### src/rtl/memory_access_stage.sv
// MEM pipeline stage: wait-stated word-addressed data memory with freeze back-pressure
// and a registered MEM/WB output bundle that carries a bubble while frozen.
module memory_access_stage #(
  parameter int unsigned DEPTH_WORDS = 64,
  parameter int unsigned BASE_ADDR   = 1024,
  parameter int unsigned WAIT_CYCLES = 3
) (
  input  logic        clk,
  input  logic        rst,
  input  logic        writebackEnabled_in,
  input  logic        memoryReadEnabled_in,
  input  logic        memoryWriteEnabled_in,
  input  logic [31:0] aluResult_in,
  input  logic [31:0] valRm_in,
  input  logic [3:0]  destination_in,
  output logic        freeze,
  output logic        writebackEnabled,
  output logic        memoryReadEnabled,
  output logic [31:0] aluResult,
  output logic [31:0] memoryData,
  output logic [3:0]  destination
);

  localparam int unsigned IdxW = (DEPTH_WORDS > 1) ? $clog2(DEPTH_WORDS) : 1;

  typedef enum logic [1:0] {StIdle, StWait, StDone} state_e;

  state_e      r_state;
  logic [3:0]  r_cnt;
  logic [31:0] r_mem [DEPTH_WORDS];

  logic            w_mem_op;
  logic            w_is_load;
  logic            w_in_range;
  logic [31:0]     w_word;
  logic [IdxW-1:0] w_index;

  assign w_mem_op   = memoryReadEnabled_in | memoryWriteEnabled_in;
  // A combined read+write request is executed as a store only.
  assign w_is_load  = memoryReadEnabled_in & ~memoryWriteEnabled_in;
  assign w_word     = (aluResult_in - 32'(BASE_ADDR)) >> 2;
  assign w_in_range = (aluResult_in >= 32'(BASE_ADDR)) && (w_word < 32'(DEPTH_WORDS));
  assign w_index    = w_word[IdxW-1:0];

  assign freeze = rst && ((r_state == StWait) || ((r_state == StIdle) && w_mem_op));

  always_ff @(posedge clk or negedge rst) begin
    if (!rst) begin
      r_state           <= StIdle;
      r_cnt             <= '0;
      writebackEnabled  <= 1'b0;
      memoryReadEnabled <= 1'b0;
      aluResult         <= '0;
      memoryData        <= '0;
      destination       <= '0;
      for (int i = 0; i < int'(DEPTH_WORDS); i++) begin
        r_mem[i] <= '0;
      end
    end else begin
      // Bubble by default; only non-frozen cycles overwrite it below.
      writebackEnabled  <= 1'b0;
      memoryReadEnabled <= 1'b0;
      aluResult         <= '0;
      memoryData        <= '0;
      destination       <= '0;
      case (r_state)
        StIdle: begin
          if (w_mem_op) begin
            r_state <= StWait;
            r_cnt   <= 4'(WAIT_CYCLES);
          end else begin
            writebackEnabled  <= writebackEnabled_in;
            memoryReadEnabled <= memoryReadEnabled_in;
            aluResult         <= aluResult_in;
            destination       <= destination_in;
          end
        end
        StWait: begin
          if (r_cnt == 4'd1) begin
            r_state <= StDone;
            r_cnt   <= '0;
          end else begin
            r_cnt <= r_cnt - 4'd1;
          end
        end
        StDone: begin
          r_state           <= StIdle;
          writebackEnabled  <= writebackEnabled_in;
          memoryReadEnabled <= w_is_load;
          aluResult         <= aluResult_in;
          destination       <= destination_in;
          memoryData        <= (w_is_load && w_in_range) ? r_mem[w_index] : '0;
          if (memoryWriteEnabled_in && w_in_range) begin
            r_mem[w_index] <= valRm_in;
          end
        end
        default: r_state <= StIdle;
      endcase
    end
  end

endmodule

### config.mk
export PLATFORM = sky130hd
export DESIGN_NAME = memory_access_stage
export DESIGN_NICKNAME = d
export VERILOG_FILES = /design/src/rtl/memory_access_stage.sv
export SDC_FILE = /design/constraint.sdc
export NUM_CORES = 2
export LEC_CHECK = 0
export ABC_AREA = 0
export CORE_AREA = 2 2 410 412
export CTS_BUF_LIST = sky130_fd_sc_hd__clkbuf_8
export DETAILED_ROUTE_END_ITERATION = 7
export DIE_AREA = 0 0 412 414
export HOLD_SLACK_MARGIN = 0.08
export PLACE_DENSITY = 0.87
export SYNTH_ARGS = -nofsm -noshare
export SYNTH_HDL_FRONTEND = slang
export SYNTH_SLANG_ARGS = --single-unit
### constraint.sdc
create_clock -name clk -period 2.8 [get_ports clk]
set_input_delay 0.56 -clock clk [delete_from_list [all_inputs] [get_ports clk]]
set_output_delay 0.56 -clock clk [all_outputs]
set_load 0.02 [all_outputs]
Word-level counts from Yosys, hierarchy flattened
Index checks and enable logic that the tools add are counted.
{"block": "op_classes", "add_sub_neg": 2, "magnitude_cmp": 4, "n_eq_ne": 5, "mux": 22, "n_bitwise": 4, "n_reduce_logical": 12}
{"cell": "$bwmux W2048", "count": 1}
{"cell": "$bmux W32 S6", "count": 1}
{"cell": "$demux W32 S6", "count": 1}
{"cell": "$mux W32", "count": 6}
{"cell": "$pmux W32 S2", "count": 1}
{"cell": "$ge A32 B11 Y1 const B", "count": 1}
{"cell": "$sub A32 B11 Y32 const B", "count": 1}
{"cell": "$lt A30 B7 Y1 const B", "count": 1}
{"cell": "$pmux W4 S2", "count": 2}
{"cell": "$mux W4", "count": 3}
{"cell": "$ge A7 B7 Y1 const B", "count": 1}
{"cell": "$lt A7 B1 Y1 const B", "count": 1}
{"cell": "$not A6 Y7", "count": 1}
{"cell": "$logic_and A1 B1 Y1", "count": 6}
{"cell": "$reduce_and A2 Y1", "count": 3}
{"cell": "$eq A4 B1 Y1 const B", "count": 1}
{"cell": "$mux W2", "count": 2}
{"cell": "$pmux W1 S2", "count": 2}
{"cell": "$pmux W2 S2", "count": 1}
{"cell": "$sub A4 B1 Y4 const B", "count": 1}
{"cell": "$eq A2 B1 Y1 const B", "count": 1}
{"cell": "$eq A2 B2 Y1 const B", "count": 1}
{"cell": "$logic_not A2 Y1", "count": 1}
{"cell": "$mux W1", "count": 2}
{"cell": "other kinds (7)", "count": 7}
{"block": "word_totals", "regBits": 2124, "in_bits": 73, "out_inout_bits": 71, "wordCells": 120}

Longest topological paths before layout
{"block": "logic_depth", "depth_word": 7, "depth_mapped": 12, "ltp_nobuf": 7}

Least setup slack after synthesis
No wires, ideal clock.
{"block": "synth_timing", "path_kind": "input port to flip-flop", "startpoint": "in aluResult_in[14]", "endpoint": "reg r_mem[929] (netlist bit)", "setup_time_ns": 0.125, "arrival_ns": 3.299, "required_ns": 2.675, "path_slack_ns": -0.624, "path_stages": 7, "n_path_buf": 1, "path_cell_list": "or4_1 a211oi_1 o2111ai_4 nor4_4 nand2_4 buf_6 mux2_4"}
{"block": "synth_between", "elab_chain_len": 5, "elab_cells_between_ends": 6, "cone_classes": "add/sub (1); order compare (2); reduce/logical (3)"}
{"item": "start, declared", "line_no": "13", "text": "input logic [31:0] aluResult_in,"}
{"item": "$sub A32 B11 Y32", "line_no": "41", "text": "assign w_word = (aluResult_in - 32'(BASE_ADDR)) >> 2;"}
{"item": "$lt A30 B7 Y1", "line_no": "42", "text": "assign w_in_range = (aluResult_in >= 32'(BASE_ADDR)) && (w_word < 32'(DEPTH_WORDS));"}
{"item": "$logic_and A1 B1 Y1 (*)", "line_no": "42"}
{"item": "$logic_and A1 B1 Y1 (*)", "line_no": "93", "text": "if (memoryWriteEnabled_in && w_in_range) begin"}
{"item": "$reduce_and A2 Y1 (no line) (*)"}
{"item": "end signal, assigned by index", "line_no": "94", "text": "r_mem[w_index] <= valRm_in;"}
{"item": "end, declared", "line_no": "30", "text": "logic [31:0] r_mem [DEPTH_WORDS];"}
Mark *: on every way between the ends. The rest lies on a longest branch, timed or not.
A chain may end at the register's enable or synchronous reset.

Final worst setup path
{"block": "layout_timing", "startpoint": "in aluResult_in[12]", "endpoint": "reg r_mem[1473] (netlist bit)"}
The elaborated chain is that of the path after synthesis.

==> impl_metrics.json <==
{
  "setup_violations": 21,
  "antenna_found_initial": 28,
  "drive_gt1_frac": 0.498,
  "violations": "design-rule violations, negative setup slack",
  "crit_slowest_cell": "or4_4",
  "crit_chain": "clkdlybuf4s50_1, or4_4, a211oi_4, buf_4, o2111ai_4, buf_12, nor4_4, buf_12, nand2_4, buf_12, mux2_4",
  "grt_max_degree": 144,
  "synth-edff-count": 0,
  "die_h_um": 414,
  "areaGrowthSynthToFinish_pct": 15.9,
  "ioPinCount": 144,
  "dp_cells": 9231,
  "async_flop_share": 1.00,
  "grt_pass1_vias": 73277,
  "clkLatencyLatePin_ns": 1.10,
  "synth.cell_area_mm2": 0.0976,
  "peakVddDrop_uv": 339,
  "clkSinkCount": 2124,
  "syn_inst": 6765,
  "relSlewSlack": 0.240,
  "finalClockSkew_ns": 0.0738,
  "path_class": "primary input to flop",
  "crit_required_ns": 3.72,
  "cts_buffers": 343,
  "timing.fmax_mhz": 353,
  "crit_path_end_kind": "flop",
  "dr.pass1.iters": 8,
  "synth_cell_types": 72,
  "overflow": 0,
  "ant_nets": 0,
  "min_period_ns": 2.83,
  "cap_violations": 0,
  "hold_viol": 0,
  "fp-row-count": 150,
  "wl_mm": 328,
  "num_vias": 69686,
  "grt_pass1_wl_mm": 480,
  "synthFlopType": "dfrtp_1",
  "htreeDepth": 5,
  "crit_arrival_ns": 3.75,
  "status": "finished, violations left",
  "design_power_total_uw": 61600,
  "final_util": 0.680,
  "cts_buffer_depth": 4,
  "viasPerCell": 7.09,
  "ys_seq_elements": 2124,
  "rsz0062_at_grt": "false",
  "initial_core_util": 0.587,
  "path_delay_family": "buffers and inverters",
  "grt_usage": 0.381,
  "cts_root_buf": "clkbuf_8",
  "reg2reg_setup_slack_ns": 0.12,
  "reg2reg_to": "memoryData[18]",
  "cpMostUsedCell": "buf_12",
  "crit_fanout": 12,
  "cts_tree": "yes",
  "clk_pin_slew_ns": 0.05,
  "cp-startpoint": "aluResult_in[12]",
  "syn_avg_cell_area_um2": 14.4,
  "r2r_cells": 6,
  "yosys_warnings": 0,
  "layout_setup_ws_ns": -0.0301,
  "final_common_cell": "dfrtp_1",
  "die_area_mm2": 0.171,
  "p_leak_uw": 0.0589,
  "routedWlPerCell_um": 33.4,
  "hold_path.class": "primary input to flop",
  "dr.first_iter.drc_count": 9819,
  "place.gp.congestion": 0.997,
  "portBuffers": 143,
  "synth-seq-area-share": 0.545,
  "final_cell_mix": "dfrtp_1, mux2_2, buf_4, clkbuf_8, o22ai_1",
  "finalNonFillerCells": 9829,
  "syn_nets": 6840,
  "core_area_mm2": 0.166,
  "cp-endpoint": "r_mem[1473]",
  "dp_slack_ns": -1.38,
  "fin_crit_sh": 1.01,
  "tns_ns": -0.231,
  "slew_viol_final": 0,
  "r2r-start": "r_mem[1778]",
  "nNetsFinal": 7468,
  "worst_slew_pin_slew_ns": 1.14,
  "drc_errors": 1,
  "max_stage_delay_ns": 0.56,
  "cp_num_buf_inv": 5,
  "power.density_mw_per_mm2": 545,
  "path_depth": 11,
  "die_w_um": 412,
  "dp_hpwl_mm": 209,
  "worst_setup_path_start_kind": "primary input"
}
[per-stage QoR]
stage,area (um2),hold slack (ns)
floorplan,97600,0.264
global placement,107000,0.418
detailed placement,107000,0.417
CTS,113000,0.0888
global route,113000,0.124
finish,113000,0.159
[worst min-delay path by stage]
stage	startpoint	to	slack [ns]	cells past startpoint
detailed placement	rst	r_mem[366]	0.42	1
global route	valRm_in[7]	r_mem[903]	0.12	2
floorplan	rst	aluResult[0]	0.26	0
finish	aluResult_in[28]	aluResult[28]	0.16	2
CTS	valRm_in[17]	r_mem[1873]	0.09	2
global placement	rst	r_mem[366]	0.42	1
[power breakdown]
group | leakage [uW] | switching, uW | internal (uW)
sequential | 0.0297 | 42.4 | 30800
combinational | 0.0255 | 3580 | 1700
clock | 0.00370 | 12400 | 13200
[Yosys cell counts, drive strengths merged (42+ instances only)]
cell type  count  share of area
dfrtp       2124           0.54
mux2i        179          0.018
o221ai       164          0.015
a22oi         42         0.0032
mux2        2228           0.26
mux4         148          0.034
nor2         115         0.0044
o22ai        313          0.020
nand2        193          0.012
buf          327          0.028
a21oi        106         0.0054
clkbuf       366          0.015
o21ai         79         0.0041
[per-layer routing]
layer / GRT usage / part of all wire / up-vias
met5: 0 / 0.00069 / -
met4: 0.274 / 0.088 / 34
met3: 0.150 / 0.14 / 1971
met2: 0.555 / 0.43 / 5773
met1: 0.462 / 0.34 / 35457
li1: - / - / 26451
[final cells by class]
type | instances | area (um2)
antenna | 12 | 30.0
clock buffer | 407 | 5600
clock inverter | 158 | 698
fill | 10090 | 53100
inverter | 6 | 32.5
multi-input combinational | 3938 | 40300
sequential | 2124 | 53200
tap | 2204 | 2760
timing repair buffer | 980 | 10500
[state kept, by name, indices dropped and copies added, names as in the netlist]
name,flops
aluResult,32
destination,4
memoryData,32
memoryReadEnabled,1
r_cnt,4
r_mem,2048
r_state,2
writebackEnabled,1
[cell families after synthesis]
group | synth area share
buffers and inverters | 0.0436
and+or+nand+nor | 0.0292
AOI/OAI and AO/OA | 0.0657
muxes | 0.317
adders and majority gates | 0.000256
DFF | 0.545
[timing repair]
action / CTS / global route
resized for setup: 19 / 16
endpoints found under the setup margin: 19 / 698
pin swaps: 0 / 5
setup buffers: 0 / 1
endpoints found under the hold margin: 1023 / 2
hold buffers: 18 / 2
Note: power is estimated with default switching activity, not from simulation.
